## src/rtl/fwd_hazard_unit_pkg.sv

```systemverilog
// Shared types and helpers for the EX-stage forwarding/hazard unit.
// Imported by the interface-facing top and the scoreboard.
package fwd_pkg;

    localparam int DEF_REG_AW = 5;
    localparam int FWD_SEL_RF = 0;

    typedef logic [DEF_REG_AW-1:0] reg_idx_t;

    // Forward select value that routes stage i onto an operand.
    function automatic int stage_sel(input int i);
        return i + 1;
    endfunction

endpackage

```

## src/rtl/fwd_hazard_unit_if.sv

```systemverilog
// Operand/stage/issue bundle between EX control and the hazard unit.
// master drives EX state, slave is the hazard unit.
interface fwd_hazard_if #(
    parameter int REG_AW     = 5,
    parameter int NUM_REGS   = 32,
    parameter int NUM_STAGES = 2,
    parameter int SEL_W      = $clog2(NUM_STAGES + 1)
);

    logic [REG_AW-1:0]            rs1;
    logic [REG_AW-1:0]            rs2;
    logic                         rs1_used;
    logic                         rs2_used;
    logic [NUM_STAGES-1:0]        stg_wen;
    logic [NUM_STAGES*REG_AW-1:0] stg_rd;
    logic [NUM_STAGES-1:0]        stg_is_load;
    logic                         issue_valid;
    logic                         issue_long;
    logic [REG_AW-1:0]            issue_rd;
    logic                         lw_valid;
    logic [REG_AW-1:0]            lw_rd;
    logic                         flush;
    logic [SEL_W-1:0]             fwd_a;
    logic [SEL_W-1:0]             fwd_b;
    logic                         stall;
    logic [NUM_REGS-1:0]          busy_vec;
    logic                         tmo_err;

    modport master (
        output rs1, rs2, rs1_used, rs2_used,
        output stg_wen, stg_rd, stg_is_load,
        output issue_valid, issue_long, issue_rd,
        output lw_valid, lw_rd, flush,
        input  fwd_a, fwd_b, stall,
        input  busy_vec, tmo_err
    );

    modport slave (
        input  rs1, rs2, rs1_used, rs2_used,
        input  stg_wen, stg_rd, stg_is_load,
        input  issue_valid, issue_long, issue_rd,
        input  lw_valid, lw_rd, flush,
        output fwd_a, fwd_b, stall,
        output busy_vec, tmo_err
    );

endinterface

```

## src/rtl/fwd_hazard_unit_scoreboard.sv

```systemverilog
// Busy-bit scoreboard for variable-latency destinations.
// Set beats clear on the same register; x0 is never busy.
module fwd_scoreboard
    import fwd_pkg::*;
#(
    parameter int REG_AW   = DEF_REG_AW,
    parameter int NUM_REGS = 32
) (
    input  logic                   clk,
    input  logic                   rst_n,
    input  logic                   set_en,
    input  logic [REG_AW-1:0]      set_idx,
    input  logic                   clr_en,
    input  logic [REG_AW-1:0]      clr_idx,
    input  logic [2:0][REG_AW-1:0] lk_idx,
    output logic [2:0]             busy,
    output logic [NUM_REGS-1:0]    busy_vec
);

    logic [NUM_REGS-1:0] busy_q;
    logic [NUM_REGS-1:0] set_mask;
    logic [NUM_REGS-1:0] clr_mask;
    logic [NUM_REGS-1:0] busy_nxt;

    // Decode set/clear requests into one-hot masks, x0 excluded.
    always_comb begin
        set_mask = '0;
        clr_mask = '0;
        if (set_en && set_idx != '0)
            set_mask[set_idx] = 1'b1;
        if (clr_en && clr_idx != '0)
            clr_mask[clr_idx] = 1'b1;
        busy_nxt = (busy_q & ~clr_mask) | set_mask;
    end

    // Busy bit register.
    always_ff @(posedge clk or negedge rst_n) begin
        if (!rst_n)
            busy_q <= '0;
        else
            busy_q <= busy_nxt;
    end

    // Lookups for rs1, rs2 and the issuing destination.
    always_comb begin
        busy = '0;
        for (int k = 0; k < 3; k++)
            busy[k] = busy_q[lk_idx[k]];
    end

    assign busy_vec = busy_q;

endmodule

```

## src/rtl/fwd_hazard_unit.sv

```systemverilog
// EX-stage forwarding select, load-use/scoreboard/WAW stall, watchdog.
// Optional perf counters when FWD_HAZARD_PERF_EN is defined.
module fwd_hazard_unit
    import fwd_pkg::*;
#(
    parameter int REG_AW     = DEF_REG_AW,
    parameter int NUM_REGS   = 32,
    parameter int NUM_STAGES = 2,
    parameter int SEL_W      = $clog2(NUM_STAGES + 1),
    parameter int STALL_TMO  = 255
) (
    input  logic        clk,
    input  logic        rst_n,
`ifdef FWD_HAZARD_PERF_EN
    output logic [31:0] perf_stall_lu,
    output logic [31:0] perf_stall_sb,
    output logic [31:0] perf_fwd_cnt,
`endif
    fwd_hazard_if.slave bus
);

    localparam int CNT_W = $clog2(STALL_TMO + 1);
    localparam logic [CNT_W-1:0] TMO_V = CNT_W'(STALL_TMO);

    logic [SEL_W-1:0]  sel_a;
    logic [SEL_W-1:0]  sel_b;
    logic              hit_a;
    logic              hit_b;
    logic              ld_a;
    logic              ld_b;
    logic [REG_AW-1:0] rd_i;

    logic [2:0]        sb_busy;
    logic              sb_a;
    logic              sb_b;
    logic              waw;
    logic              lu_any;
    logic              sb_any;
    logic              stall;
    logic              set_en;

    logic [CNT_W-1:0]  cnt_q;
    logic [CNT_W-1:0]  cnt_nxt;
    logic              tmo_q;

    // Youngest matching stage wins; scan oldest to youngest.
    always_comb begin
        sel_a = SEL_W'(FWD_SEL_RF);
        sel_b = SEL_W'(FWD_SEL_RF);
        hit_a = 1'b0;
        hit_b = 1'b0;
        ld_a  = 1'b0;
        ld_b  = 1'b0;
        rd_i  = '0;
        for (int i = NUM_STAGES - 1; i >= 0; i--) begin
            rd_i = bus.stg_rd[i*REG_AW +: REG_AW];
            if (bus.stg_wen[i] && rd_i != '0 &&
                rd_i == bus.rs1 && bus.rs1_used) begin
                sel_a = SEL_W'(stage_sel(i));
                hit_a = 1'b1;
                ld_a  = bus.stg_is_load[i];
            end
            if (bus.stg_wen[i] && rd_i != '0 &&
                rd_i == bus.rs2 && bus.rs2_used) begin
                sel_b = SEL_W'(stage_sel(i));
                hit_b = 1'b1;
                ld_b  = bus.stg_is_load[i];
            end
        end
    end

    // Hazard terms; same-cycle writeback is covered by write-through.
    always_comb begin
        sb_a = bus.rs1_used && sb_busy[0] && !hit_a &&
               !(bus.lw_valid && bus.lw_rd == bus.rs1);
        sb_b = bus.rs2_used && sb_busy[1] && !hit_b &&
               !(bus.lw_valid && bus.lw_rd == bus.rs2);
        waw  = bus.issue_valid && bus.issue_long && sb_busy[2] &&
               !(bus.lw_valid && bus.lw_rd == bus.issue_rd);
        lu_any = ld_a || ld_b;
        sb_any = sb_a || sb_b || waw;
        stall  = (lu_any || sb_any) && !bus.flush;
        set_en = bus.issue_valid && bus.issue_long && !stall &&
                 !bus.flush && bus.issue_rd != '0;
    end

    fwd_scoreboard #(
        .REG_AW   (REG_AW),
        .NUM_REGS (NUM_REGS)
    ) u_sb (
        .clk      (clk),
        .rst_n    (rst_n),
        .set_en   (set_en),
        .set_idx  (bus.issue_rd),
        .clr_en   (bus.lw_valid),
        .clr_idx  (bus.lw_rd),
        .lk_idx   ({bus.issue_rd, bus.rs2, bus.rs1}),
        .busy     (sb_busy),
        .busy_vec (bus.busy_vec)
    );

    // Watchdog count: run while stalled, saturate at the limit.
    always_comb begin
        if (!stall)
            cnt_nxt = '0;
        else if (cnt_q == TMO_V)
            cnt_nxt = cnt_q;
        else
            cnt_nxt = cnt_q + 1'b1;
    end

    // Watchdog counter and sticky timeout flag.
    always_ff @(posedge clk or negedge rst_n) begin
        if (!rst_n) begin
            cnt_q <= '0;
            tmo_q <= 1'b0;
        end else begin
            cnt_q <= cnt_nxt;
            tmo_q <= tmo_q || (cnt_nxt == TMO_V);
        end
    end

`ifdef FWD_HAZARD_PERF_EN
    // Saturating stall-cause and forwarding-activity counters.
    always_ff @(posedge clk or negedge rst_n) begin
        if (!rst_n) begin
            perf_stall_lu <= '0;
            perf_stall_sb <= '0;
            perf_fwd_cnt  <= '0;
        end else begin
            if (stall && lu_any && perf_stall_lu != '1)
                perf_stall_lu <= perf_stall_lu + 1'b1;
            if (stall && sb_any && perf_stall_sb != '1)
                perf_stall_sb <= perf_stall_sb + 1'b1;
            if ((hit_a || hit_b) && perf_fwd_cnt != '1)
                perf_fwd_cnt <= perf_fwd_cnt + 1'b1;
        end
    end
`endif

    assign bus.fwd_a   = sel_a;
    assign bus.fwd_b   = sel_b;
    assign bus.stall   = stall;
    assign bus.tmo_err = tmo_q;

endmodule
```

## src/flat_wrapper.sv

```systemverilog
// flat-port wrapper written by rule: the top's interface ports become plain ports
module fwd_hazard_unit_flat import fwd_pkg::*;
#(
    parameter int REG_AW     = DEF_REG_AW,
    parameter int NUM_REGS   = 32,
    parameter int NUM_STAGES = 2,
    parameter int SEL_W      = $clog2(NUM_STAGES + 1),
    parameter int STALL_TMO  = 255
)
  (clk, rst_n, bus_rs1, bus_rs2, bus_rs1_used, bus_rs2_used, bus_stg_wen, bus_stg_rd, bus_stg_is_load, bus_issue_valid, bus_issue_long, bus_issue_rd, bus_lw_valid, bus_lw_rd, bus_flush, bus_fwd_a, bus_fwd_b, bus_stall, bus_busy_vec, bus_tmo_err);
  fwd_hazard_if #(.REG_AW(REG_AW), .NUM_REGS(NUM_REGS), .NUM_STAGES(NUM_STAGES), .SEL_W(SEL_W)) bus_i ();
  input  logic clk;
  input  logic rst_n;
  input wire logic [$bits(bus_i.rs1)-1:0] bus_rs1;
  input wire logic [$bits(bus_i.rs2)-1:0] bus_rs2;
  input wire logic [$bits(bus_i.rs1_used)-1:0] bus_rs1_used;
  input wire logic [$bits(bus_i.rs2_used)-1:0] bus_rs2_used;
  input wire logic [$bits(bus_i.stg_wen)-1:0] bus_stg_wen;
  input wire logic [$bits(bus_i.stg_rd)-1:0] bus_stg_rd;
  input wire logic [$bits(bus_i.stg_is_load)-1:0] bus_stg_is_load;
  input wire logic [$bits(bus_i.issue_valid)-1:0] bus_issue_valid;
  input wire logic [$bits(bus_i.issue_long)-1:0] bus_issue_long;
  input wire logic [$bits(bus_i.issue_rd)-1:0] bus_issue_rd;
  input wire logic [$bits(bus_i.lw_valid)-1:0] bus_lw_valid;
  input wire logic [$bits(bus_i.lw_rd)-1:0] bus_lw_rd;
  input wire logic [$bits(bus_i.flush)-1:0] bus_flush;
  output wire logic [$bits(bus_i.fwd_a)-1:0] bus_fwd_a;
  output wire logic [$bits(bus_i.fwd_b)-1:0] bus_fwd_b;
  output wire logic [$bits(bus_i.stall)-1:0] bus_stall;
  output wire logic [$bits(bus_i.busy_vec)-1:0] bus_busy_vec;
  output wire logic [$bits(bus_i.tmo_err)-1:0] bus_tmo_err;
  assign bus_i.rs1 = bus_rs1;
  assign bus_i.rs2 = bus_rs2;
  assign bus_i.rs1_used = bus_rs1_used;
  assign bus_i.rs2_used = bus_rs2_used;
  assign bus_i.stg_wen = bus_stg_wen;
  assign bus_i.stg_rd = bus_stg_rd;
  assign bus_i.stg_is_load = bus_stg_is_load;
  assign bus_i.issue_valid = bus_issue_valid;
  assign bus_i.issue_long = bus_issue_long;
  assign bus_i.issue_rd = bus_issue_rd;
  assign bus_i.lw_valid = bus_lw_valid;
  assign bus_i.lw_rd = bus_lw_rd;
  assign bus_i.flush = bus_flush;
  assign bus_fwd_a = bus_i.fwd_a;
  assign bus_fwd_b = bus_i.fwd_b;
  assign bus_stall = bus_i.stall;
  assign bus_busy_vec = bus_i.busy_vec;
  assign bus_tmo_err = bus_i.tmo_err;
  fwd_hazard_unit #(.REG_AW(REG_AW), .NUM_REGS(NUM_REGS), .NUM_STAGES(NUM_STAGES), .SEL_W(SEL_W), .STALL_TMO(STALL_TMO)) u_core (.clk(clk), .rst_n(rst_n), .bus(bus_i));
endmodule
```

## config.mk

```make
export PLATFORM = sky130hd
export DESIGN_NAME = fwd_hazard_unit_flat
export DESIGN_NICKNAME = d
export VERILOG_FILES = /design/src/rtl/fwd_hazard_unit_pkg.sv /design/src/rtl/fwd_hazard_unit_if.sv /design/src/rtl/fwd_hazard_unit_scoreboard.sv /design/src/rtl/fwd_hazard_unit.sv /design/src/flat_wrapper.sv
export SDC_FILE = /design/constraint.sdc
export NUM_CORES = 1
export LEC_CHECK = 0
export ABC_AREA = 1
export BUFFER_PORTS_ARGS = -buffer_cell sky130_fd_sc_hd__buf_4
export CAP_MARGIN = 15
export CORE_MARGIN = 2
export CORE_UTILIZATION = 40
export CTS_CLUSTER_DIAMETER = 60
export DETAILED_ROUTE_END_ITERATION = 12
export MAX_ROUTING_LAYER = met4
export PLACE_DENSITY = 0.69
export SLEW_MARGIN = 10
export SYNTH_ARGS = -nofsm -noshare
export SYNTH_HDL_FRONTEND = slang
export SYNTH_HIERARCHICAL = 1
export SYNTH_SLANG_ARGS = --single-unit
```

## constraint.sdc

```tcl
create_clock -name clk -period 2.8 [get_ports clk]
set_input_delay 0.14 -clock clk [delete_from_list [all_inputs] [get_ports clk]]
set_output_delay 0.14 -clock clk [all_outputs]
set_load 0.02 [all_outputs]
```

### Yosys cells after proc, flatten, opt, wreduce, memory -nomap -nowiden

Index checks and enable logic that the tools add are counted.

| word-level totals | value |
|---|---|
| output and inout bits | 38 |
| memory bits (writable) | 0 |
| input port bits | 42 |
| bits in registers | 41 |
| bits in read-only memories | 0 |
| logic and storage cells | 94 |
| bits in latches | 0 |
| memories | 0 |

| operators by class | value |
|---|---|
| multipliers | 0 |
| muxes and demuxes | 26 |
| shift operators | 0 |
| reductions and logical operators | 46 |
| divide/modulo/power cells | 0 |
| bitwise logic cells | 3 |
| add/subtract/negate cells | 1 |
| $lt $le $gt $ge | 6 |
| eq/ne operators | 9 |

Operators by type and width:

| kind | number |
|---|---|
| 2-to-1 mux 32 bit | 2 |
| == test 5 bit | 7 |
| AND 32 bit | 1 |
| NOT 32 bit | 1 |
| bitwise OR 32 bit | 1 |
| logical AND 1 bit | 30 |
| < comparator 5 x 6 -> 1 bit (second input constant) | 4 |
| nonzero test 5 bit | 4 |
| == test 8 bit (second input constant) | 2 |
| 2-to-1 mux 8 bit | 2 |
| binary-select mux 1 bit (select 5 bit) | 3 |
| 2-to-1 mux 1 bit | 13 |
| demux 1 bit (select 5 bit) | 2 |
| >= comparator 5 x 1 -> 1 bit (second input constant) | 2 |
| adder 8 x 1 -> 8 bit (second input constant) | 1 |
| 2-to-1 mux 2 bit | 4 |
| logical NOT 1 bit | 7 |
| logical OR 1 bit | 5 |

### Longest topological paths before layout

| depth | value |
|---|---|
| depth in word-level cells | 20 |
| gate-level depth with buffers | 26 |
| mapped depth without buffers | 24 |

### By module

The synthesis kept the hierarchy.

By module, submodules not included:

| module | area an instance (um^2) | cells an instance | times used | seq. area each (um^2) |
|---|---|---|---|---|
| fwd_scoreboard | 2,486.1 | 396 | 1 | 800.8 |
| fwd_hazard_unit | 1,356.3 | 250 | 1 | 225.2 |

### Least setup slack after synthesis

OpenSTA, ideal clock, no wires.

| timing path | value |
|---|---|
| kind | reg-to-reg |
| from | register u_core.u_sb.busy_q[29] (netlist: u_core/u_sb/busy_vec[29]) |
| to | register u_core.u_sb.busy_q[21] (netlist: u_core/u_sb/busy_vec[21]) |
| period minus slack after synthesis | 2.150 ns |
| cell stages (with the launch flop) | 22 |
| arrival | 2.085 ns |
| buffers on the path | 0 |
| data required time | 2.735 ns |
| path slack | 0.650 ns |
| setup time | 0.065 ns |
| cell sequence | dfrtp_1 nand2_1 nand3_1 nand3_1 nand2_1 nand2_1 nand2_1 nand2_1 nand2_1 nand2_1 inv_1 nand2_1 inv_1 nand3_1 nand2_1 nor2_2 nand2_4 nor2_1 inv_1 nor4_4 nand2_1 nand2_1 |

| between the ends | value |
|---|---|
| cells in the longest elaborated chain, start to end | 16 |
| elaborated cells on any way between the ends | 25 |
| those cells by class | 7 x mux; 1 x bitwise; 17 x reduce/logical |

RTL lines:

| what | line | source |
|---|---|---|
| start: declaration | fwd_hazard_unit_scoreboard.sv:20 | `logic [NUM_REGS-1:0] busy_q;` |
| start signal: assignment | fwd_hazard_unit_scoreboard.sv:41 | `busy_q <= busy_nxt;` |
| binary-select mux 1 bit (select 5 bit) | fwd_hazard_unit_scoreboard.sv:48 | `busy[k] = busy_q[lk_idx[k]];` |
| 2-to-1 mux 1 bit (implied by the code) | fwd_hazard_unit_scoreboard.sv:48 |  |
| net u_core.sb_busy[0] | fwd_hazard_unit.sv:33 | `logic [2:0] sb_busy;` |
| logical AND 1 bit (3 in series) | fwd_hazard_unit.sv:74 | `sb_a = bus.rs1_used && sb_busy[0] && !hit_a &&` |
| logical OR 1 bit (2 in series) | fwd_hazard_unit.sv:81 | `sb_any = sb_a \|\| sb_b \|\| waw;` |
| logical OR 1 bit | fwd_hazard_unit.sv:82 | `stall = (lu_any \|\| sb_any) && !bus.flush;` |
| logical AND 1 bit | fwd_hazard_unit.sv:82 |  |
| logical NOT 1 bit | fwd_hazard_unit.sv:83 | `set_en = bus.issue_valid && bus.issue_long && !stall &&` |
| logical AND 1 bit (2 in series) | fwd_hazard_unit.sv:83 |  |
| logical AND 1 bit | fwd_hazard_unit.sv:84 | `!bus.flush && bus.issue_rd != '0;` |
| net u_core.set_en | fwd_hazard_unit.sv:40 | `logic set_en;` |
| logical AND 1 bit | fwd_hazard_unit_scoreboard.sv:29 | `if (set_en && set_idx != '0)` |
| 2-to-1 mux 32 bit | fwd_hazard_unit_scoreboard.sv:29 |  |
| bitwise OR 32 bit | fwd_hazard_unit_scoreboard.sv:33 | `busy_nxt = (busy_q & ~clr_mask) \| set_mask;` |
| net u_core.u_sb.busy_nxt[21] | fwd_hazard_unit_scoreboard.sv:23 | `logic [NUM_REGS-1:0] busy_nxt;` |

The timed path passes the listed nets, and every way through them passes these cells. The select of a mux whose other input is x is not followed.

### Worst setup path in the final report

| timing path | value |
|---|---|
| from | register u_core.u_sb.busy_q[13] (netlist: u_core/u_sb/busy_vec[13]) |
| to | register u_core.u_sb.busy_q[22] (netlist: u_core/u_sb/busy_vec[22]) |

Same word-level chain as after synthesis.

==> results by group <==
Timing
  – Final Hold Vio Count: 0
  – Worst slew pin tran: 515 ps
  – RSZ-0062 raised after global routing: false
  – Final Skew: between 10 and 15 ps
  – Max-slew headroom: 65.6%
  – Setup_tns: 0 ps
  – Slew Viols, Final: 0
  – Max Clk Rate: 408 MHz
  – Final Cycle Share: ~88%
  – # setup viols final: 0
  – Tmin final: between 2000 and 2500 ps

Clock tree
  – Clock root cell: clkbuf_8
  – CTS Buffer Depth: 2
  – H-tree Lvls: 2
  – Clk sink count: 41
  – CTS tree: built
  – Worst-path clk slew: approximately 80 ps
  – Num CTS Buffers: 5
  – Post-CTS setup buffers: 0
  – Worst-Skew Late Latency: between 300 and 400 ps

Critical path
  – Cell repeated most along the worst path: nand2_1
  – CP max FO: 8
  – Crit-path cells: nand2_1 -> nand3_1 -> nand3_1 -> nand2_1 -> nand2_1 -> nand2_1 -> nand2_1 -> nand2_1 -> nand2_1 -> inv_1 -> nand2_1 -> inv_1 -> nand3_1 -> nand2_1 -> nor2_2 -> nand2_4 -> nor2_2 -> inv_2 -> nor4_4 -> nand2_1 -> nand2_1
  – Critical path's slowest cell: dfrtp_1
  – Slowest stage delay, CP: 480 ps
  – Internal reg-to-reg setup slack: ~350 ps
  – Crit path capture type: flip-flop
  – Worst EP required: 3040 ps
  – Crit start category: flip-flop
  – Crit path DAT: 2700 ps
  – Critical Setup Path Class: flip-flop to flip-flop

Routing
  – Final wirelength: between 10000 and 15000 um
  – Vias/cell: about 5.5
  – Number of DRC markers in iteration 0: 480
  – Avg WL per Cell: about 16 um
  – DRC Markers: 0
  – Routed vias: 4651
  – DR pass1 iterations: 5
  – Post-DRT Antenna Nets: 0

Cells and area
  – Area Growth Syn to Fin: 19.8%
  – Filler instances: 1005
  – Post-layout util: slightly below 50%
  – Final #Nets: ~770
  – Share of cells above drive strength 1: 20.0%
  – Antenna fix cells: 0
  – Seq. cell area: approximately 1000 um^2
  – Multi-input gate area: approximately 2300 um^2

Floorplan
  – Effective utilization at floorplan: about two fifths
  – Die X: roughly 100 um
  – Core area: between 9000 and 10000 um^2
  – Ports: 80
  – Row count: 35
  – Die H: 102 um
  – Total Die Area: around 10000 um^2

Outcome
  – Status: completed

Power and ir drop
  – Static Leakage: 2.45 nW
  – Pwr Density: about 380 nW/um^2
  – Maximum VDD drop: 0.346 mV

Global route
  – Gr usage total: 27.1%
  – Antenna violations before repair: 0
  – Largest net degree at the start of global routing: 42
  – First-pass GRT wire length: 21300 um
  – Vias in the first global route: approximately 4200
  – Grt ovf: 0

Place
  – Hpwl dp: ~10000 um
  – Port buffer count: between 70 and 80
  – GP Congestion: just under 1

Synthesis
  – Unique masters post-synth: 30
  – Yosys warns: 6
  – Mapped Nets: between 600 and 700
  – Cell area after synthesis: roughly 3800 um^2
  – Post-Syn Instances: ~650
  – Post-synthesis register bit count: 41
  – Avg Cell Area, Syn: about 5.9 um^2
  – Top cells by area, synth: dfrtp_1, nand2_1, nand3_1
  – Seq/Total Area, Yosys: a little over a quarter
  – Synth area leader: dfrtp_1
  – Yosys top cell area share: between 20% and 30%

Job
  – Max-cap check violation count: 0

Hold path
  – Hold Path Class: primary input to flip-flop
==> final cells by class <==
class                      instances  area share (%)
timing repair buffer              84            13.7
multi-input combinational        503            51.0
inverter                          88            7.50
tap                              129            3.51
clock inverter                     3           0.462
clock buffer                       5            1.49
sequential                        41            22.3
==> where the power goes <==
part | switching (mW) | internal (mW)
Sequential | 0.0959 | 0.641
Clock | 0.224 | 0.177
Combinational | 0.395 | 0.230
Total | 0.715 | 1.05
==> placed cells by master (no fill, tap or decap), types with 4 or more instances in the layout <==
| master | count |
|---|---|
| o21ai_0 | 42 |
| o21ai_1 | 17 |
| inv_1 | 66 |
| nand3_2 | 5 |
| nand3_1 | 99 |
| clkbuf_8 | 5 |
| nor2_1 | 30 |
| inv_2 | 19 |
| dfrtp_1 | 41 |
| nor3_2 | 5 |
| buf_4 | 83 |
| nand4_1 | 6 |
| nand2_1 | 253 |
| xor2_1 | 4 |
| nor2_2 | 14 |
| a21oi_1 | 6 |
| o31ai_1 | 7 |
| inv_6 | 4 |
==> Yosys cell counts <==
| library cell | n |
|---|---|
| nor2_2 | 13 |
| nor3_2 | 5 |
| nor3_1 | 2 |
| a21oi_1 | 6 |
| o21ai_1 | 17 |
| inv_1 | 67 |
| nor2_4 | 1 |
| inv_6 | 3 |
| clkbuf_1 | 1 |
| nand2_8 | 1 |
| dfrtp_1 | 41 |
| nand2_4 | 1 |
| buf_2 | 4 |
| nand4_1 | 6 |
| nor4_1 | 1 |
| o21ai_0 | 42 |
| nand3_1 | 99 |
| buf_6 | 9 |
| xor2_1 | 4 |
| nand3b_1 | 1 |
| xnor2_1 | 2 |
| inv_2 | 18 |
| nand2_1 | 253 |
| o31ai_1 | 7 |
| nor4_4 | 1 |
| ha_1 | 1 |
| nand3_2 | 5 |
| a21oi_4 | 1 |
| nor2_1 | 31 |
| nand2_2 | 3 |
==> per-stage QoR <==
stage	std cells	total power, mW	worst slack (ps)	hold WS, ps	cell area [um^2]
finish	853	1.76	347	208	4600
global route	853	1.86	66.1	244	4600
CTS	853	1.76	221	209	4600
detailed placement	844	1.36	217	152	4500
global placement	844	1.36	264	147	4500
floorplan	646	1.07	650	-156	3840
==> layer usage <==
metal / track usage, % / wire length [um] / vias to the layer above
met5: - / 0 / -
met3: 3.28 / 1320 / 32
met2: 43.0 / 6220 / 281
met1: 37.0 / 5800 / 2129
li1: - / - / 2209
met4: 7.08 / 321 / 0
==> registers in the layout, summed over array words and instances (netlist names) <==
signal                cells
u_core/bus.tmo_err        1
u_core/cnt_q              8
u_core/u_sb/busy_vec     32
==> cell families (layout without fill, tap and decap cells) <==
kind of cell,count (synthesis),in the layout,synth area share [%]
simple gates,423,423,49.1
buf+inv,102,180,12.2
compound gates,73,73,10.3
flops,41,41,26.7
xor+xnor,6,6,1.37
fa+ha+maj,1,1,0.326
==> worst max-delay path, delay by kind of cell, from the launching register on <==
| family | cells | cell delay, ps |
|---|---|---|
| and+or+nand+nor | 18 | 1700 |
| DFF | 1 | 480 |
| buffers and inverters | 3 | 220 |
==> worst paths after layout <==
kind | cells after the start | to | start
setup / recovery | 21 | u_core/u_sb/busy_vec[22] | u_core/u_sb/busy_vec[13]
hold / removal | 4 | u_core/bus.tmo_err | bus_flush
setup reg to reg | 21 | u_core/u_sb/busy_vec[22] | u_core/u_sb/busy_vec[13]
hold reg to reg | 2 | u_core/bus.tmo_err | u_core/bus.tmo_err
max in group asynchronous | 2 | u_core/cnt_q[7] | rst_n
min in group asynchronous | 2 | u_core/u_sb/busy_vec[19] | rst_n
==> repair_timing <==
item / in CTS / in global routing
endpoints found under the setup margin: 0 / 8
gates resized for setup: 0 / 2
endpoints found under the hold margin: 41 / 0
hold buffers: 1 / 0
Power figures use the tool's default switching activity.
